===== config.mk =====
export PLATFORM = sky130hd
export DESIGN_NAME = interval_timer_ctrl
export DESIGN_NICKNAME = d
export VERILOG_FILES = /design/src/rtl/interval_timer_ctrl.sv
export SDC_FILE = /design/constraint.sdc
export NUM_CORES = 1
export LEC_CHECK = 0
export CORE_ASPECT_RATIO = 1.25
export CORE_UTILIZATION = 41
export CTS_CLUSTER_DIAMETER = 80
export DETAILED_ROUTE_END_ITERATION = 7
export GPL_ROUTABILITY_DRIVEN = 0
export PLACE_DENSITY = 0.73
export SLEW_MARGIN = 20
export SYNTH_ARGS = -nofsm -noshare
export SYNTH_HDL_FRONTEND = slang
export SYNTH_SLANG_ARGS = --single-unit

===== constraint.sdc =====
create_clock -name clk -period 2.4 [get_ports clk]
set_input_delay 0.48 -clock clk [delete_from_list [all_inputs] [get_ports clk]]
set_output_delay 0.48 -clock clk [all_outputs]
set_load 0.02 [all_outputs]

===== src/rtl/interval_timer_ctrl.sv =====
// Interval timer sequencer: prescaled ticks drive an up-counter that reloads or stops at all-ones,
// raising a one-cycle tc_pulse and a sticky irq on each expiry.
module interval_timer_ctrl #(
    parameter int WID  = 16,
    parameter int PWID = 8
) (
    input  logic            clk,
    input  logic            rst,
    input  logic            start,
    input  logic            stop,
    input  logic            autorld,
    input  logic            gate,
    input  logic [PWID-1:0] prescale,
    input  logic [WID-1:0]  reload,
    input  logic            irq_ack,
    output logic [WID-1:0]  q,
    output logic            busy,
    output logic            tc_pulse,
    output logic            irq
);

    typedef enum logic [1:0] {IDLE, LOAD, RUN, DONE} state_t;

    state_t          state_q, state_d;
    logic [WID-1:0]  q_q, q_d;
    logic [PWID-1:0] psc_q, psc_d;
    logic            tc_q, tc_d;
    logic            irq_q, irq_d;
    logic            tick;
    logic            expiry;

    // A restart or stop on this edge pre-empts counting, so no tick can happen then.
    always_comb begin
        tick   = (state_q == RUN) && gate && !stop && !start && (psc_q == prescale);
        expiry = tick && (q_q == {WID{1'b1}});
    end

    always_ff @(posedge clk or posedge rst) begin
        if (rst) begin
            state_q <= IDLE;
            q_q     <= '0;
            psc_q   <= '0;
            tc_q    <= 1'b0;
            irq_q   <= 1'b0;
        end else begin
            state_q <= state_d;
            q_q     <= q_d;
            psc_q   <= psc_d;
            tc_q    <= tc_d;
            irq_q   <= irq_d;
        end
    end

    always_comb begin
        state_d = state_q;
        if (stop) begin
            state_d = IDLE;
        end else if (start) begin
            state_d = LOAD;
        end else begin
            case (state_q)
                LOAD:    state_d = RUN;
                RUN:     if (expiry && !autorld) state_d = DONE;
                default: state_d = state_q;
            endcase
        end
    end

    always_comb begin
        q_d   = q_q;
        psc_d = psc_q;
        if (!stop && state_q == LOAD) begin
            q_d   = reload;
            psc_d = '0;
        end else if (!stop && !start && state_q == RUN && gate) begin
            if (tick) begin
                psc_d = '0;
                if (expiry) q_d = autorld ? reload : q_q;
                else        q_d = q_q + 1'b1;
            end else begin
                psc_d = psc_q + 1'b1;
            end
        end
        tc_d  = expiry;
        irq_d = expiry | (irq_q & ~irq_ack);
    end

    always_comb begin
        busy     = (state_q == LOAD) || (state_q == RUN);
        q        = q_q;
        tc_pulse = tc_q;
        irq      = irq_q;
    end

endmodule


==> impl_metrics.json <==
{
  "status": "finished, final reports clean",
  "insertedDiodeCount": 0,
  "grt_antenna_before_repair": 0,
  "cts_tree": "done",
  "synth_edf_count": 0,
  "tns_ns": 0,
  "core_um2": 4160,
  "maxCapViolCount": 0,
  "syn-num-nets": 246,
  "postPlaceCellArea_um2": 2550,
  "rows": 26,
  "synth_cell_types": 40,
  "finalCritPeriodShare_pct": 97.4,
  "drt-total-wl_um": 4510,
  "die_w_um": 61.7,
  "synth_top_area_share_pct": 38.4,
  "power.leakage_nw": 1.10,
  "relSlewSlack_pct": 73.6,
  "synth.yosys.seq_area_share_pct": 38.4,
  "dr_total_vias": 1810,
  "worstPathArrival_ns": 2.51,
  "cp_data_required_time_ns": 2.57,
  "p_total_mw": 1.74,
  "die_h_um": 76.6,
  "layout-drive-gt1-share_pct": 16.4,
  "synth_area_leaders": "dfrtp_1 38%, mux2i_1 5.5%, a21oi_1 4.7%",
  "cp_max_fo": 8,
  "overflow": 0,
  "max-clock-path-buffers": 2,
  "htreeDepth": 1,
  "synth_common_cells": "28 x dfrtp_1, 20 x nand2_1, 18 x nor2_1",
  "start_util_pct": 43.8,
  "postCtsHoldBufs": 0,
  "synth_top_area_cell": "dfrtp_1",
  "syn_avg_cell_area_um2": 8.65,
  "endpoint_kind": "flop",
  "syn2layout_area_growth_pct": 44.2,
  "worst_pin_slew_ns": 0.392,
  "yosysMostFrequentCell": "dfrtp_1",
  "clkSinkCount": 28,
  "cts_buffers": 3,
  "wl_per_cell_um": 13.1,
  "whs_ns": 0.535,
  "fmax_ghz": 0.428,
  "finalClockSkew_ns": 0.00428,
  "fill_cells": 395,
  "grt_setup_unrepaired": "no",
  "setup_viol": 0,
  "dr.pass1.iters": 5,
  "hold_viol": 0,
  "clock_latency_ns": 0.27,
  "pwr_density_cell_nw_per_um2": 663,
  "multi_input_area_um2": 1040,
  "yosysWarnings": 0,
  "layout.nets": 323,
  "clk_transition_reported_paths_ns": 0.10,
  "viasPerCell": 5.28,
  "antenna_left": 0,
  "grt_max_degree": 29,
  "die_area_um2": 4730,
  "grt_first_pass_wirelength_um": 7330,
  "peakVddDrop_mv": 0.512,
  "layout_min_cycle_time_ns": 2.34,
  "io_buffers": 49,
  "netlist_instances": 211,
  "critical_path_class": "in -> reg",
  "drc": 0,
  "hpwlAfterDp_um": 3500,
  "critPathLaunchType": "primary input",
  "root_buffer": "clkbuf_8",
  "grt_pass1_vias": 1755,
  "final-seq-area_um2": 701,
  "cts_setup_buffers": 0,
  "grt_util_all_layers_pct": 19.9,
  "netlist_area_um2": 1830,
  "synthFlopType": "dfrtp_1",
  "drt_iter0_drc": 53,
  "synth_seq_cells": 28,
  "final_area_um2": 2630,
  "num_io_pins": 50,
  "slew_violations": 0,
  "min_path_type": "reg -> reg",
  "synthArstFlopShare_pct": 100
}
final cells by class:
type	count	area share, %
flip-flops and latches	28	26.6
inverters	14	2.00
repair buffers	78	27.0
well taps	56	2.66
multi-input cells	163	39.6
clock buffers	4	2.09
layer usage:
layer	global-route usage, %	vias to the layer above	routed length (um)
met3	1.70	6	102
met1	25.9	855	2060
li1	-	908	-
met2	33.8	41	2270
met4	6.44	0	80
met5	0	-	0
path summary, 6_finish.rpt:
check                                        from              endpoint  slack [ns]  cells after the start
setup / recovery                            start     q[11]$_DFFE_PP0P_        0.06                      7
hold / removal                   q[6]$_DFFE_PP0P_      q[6]$_DFFE_PP0P_        0.53                      1
setup reg to reg           state_q[0]$_DFFE_PP0P_     q[11]$_DFFE_PP0P_        0.15                      8
hold reg to reg                  q[6]$_DFFE_PP0P_      q[6]$_DFFE_PP0P_        0.53                      1
max in group asynchronous                     rst  psc_q[7]$_DFFE_PP0P_        1.58                      3
min in group asynchronous                     rst  psc_q[4]$_DFFE_PP0P_        0.56                      3
cell families (layout without fill, tap and decap cells):
| family | after synthesis | after routing | synth area share [%] |
|---|---|---|---|
| buf+inv | 20 | 96 | 5.83 |
| fa+ha+maj | 4 | 4 | 2.74 |
| xor+xnor | 9 | 9 | 4.32 |
| compound gates | 52 | 52 | 17.6 |
| mux | 13 | 13 | 7.33 |
| flops | 28 | 28 | 38.4 |
| simple gates | 85 | 85 | 23.8 |
flip-flops by register name, summed over array words and instances, names as in the netlist:
signal and cells:
tc_pulse 1, irq 1, state_q 2, psc_q 8, q 16
worst max-delay path, stage by stage:
cell	delay [ns]
clkdlybuf4s50_1	0.42
and4bb_4	0.36
nand4_4	0.09
or3_4	0.43
o21a_4	0.25
mux2_2	0.27
o22a_1	0.20
metrics by stage:
stage               util (%)  setup slack (ns)  std cells
CTS                     62.7            0.0411        343
global route            63.2            0.0260        343
detailed placement      61.2            -0.294        339
finish                  63.2            0.0633        343
global placement        61.2            -0.238        339
floorplan                  -            0.0559        211
report_power, final:
part / internal (mW) / total, mW / switching (mW)
clock network: 0.147 / 0.301 / 0.154
logic: 0.372 / 0.726 / 0.354
registers: 0.576 / 0.717 / 0.142
total: 1.09 / 1.74 / 0.650
cells in the final DEF, fill, tap and decap left out, types with 2 or more instances in the layout:
master and count:
dfrtp_1 28, o32a_1 2, nand4_1 5, clkdlybuf4s50_1 49, o22a_1 3, inv_1 14, o22ai_1 6, clkbuf_8 4
ha_1 4, a22oi_1 2, nor3_1 8, nor2_1 17, xnor2_1 9, a21oi_1 16, and2_1 3, o21ai_0 14
nand3_1 16, nor4_1 2, nand2_1 20, nor2b_1 2, mux2i_1 9, and3_1 3, mux2_2 3, buf_4 28
timing repair:
action,in CTS,in global routing
hold endpoints to repair,0,0
setup endpoints to repair,1,7
resized for setup,1,6
pin swaps,0,2
Power figures use the tool's default switching activity.
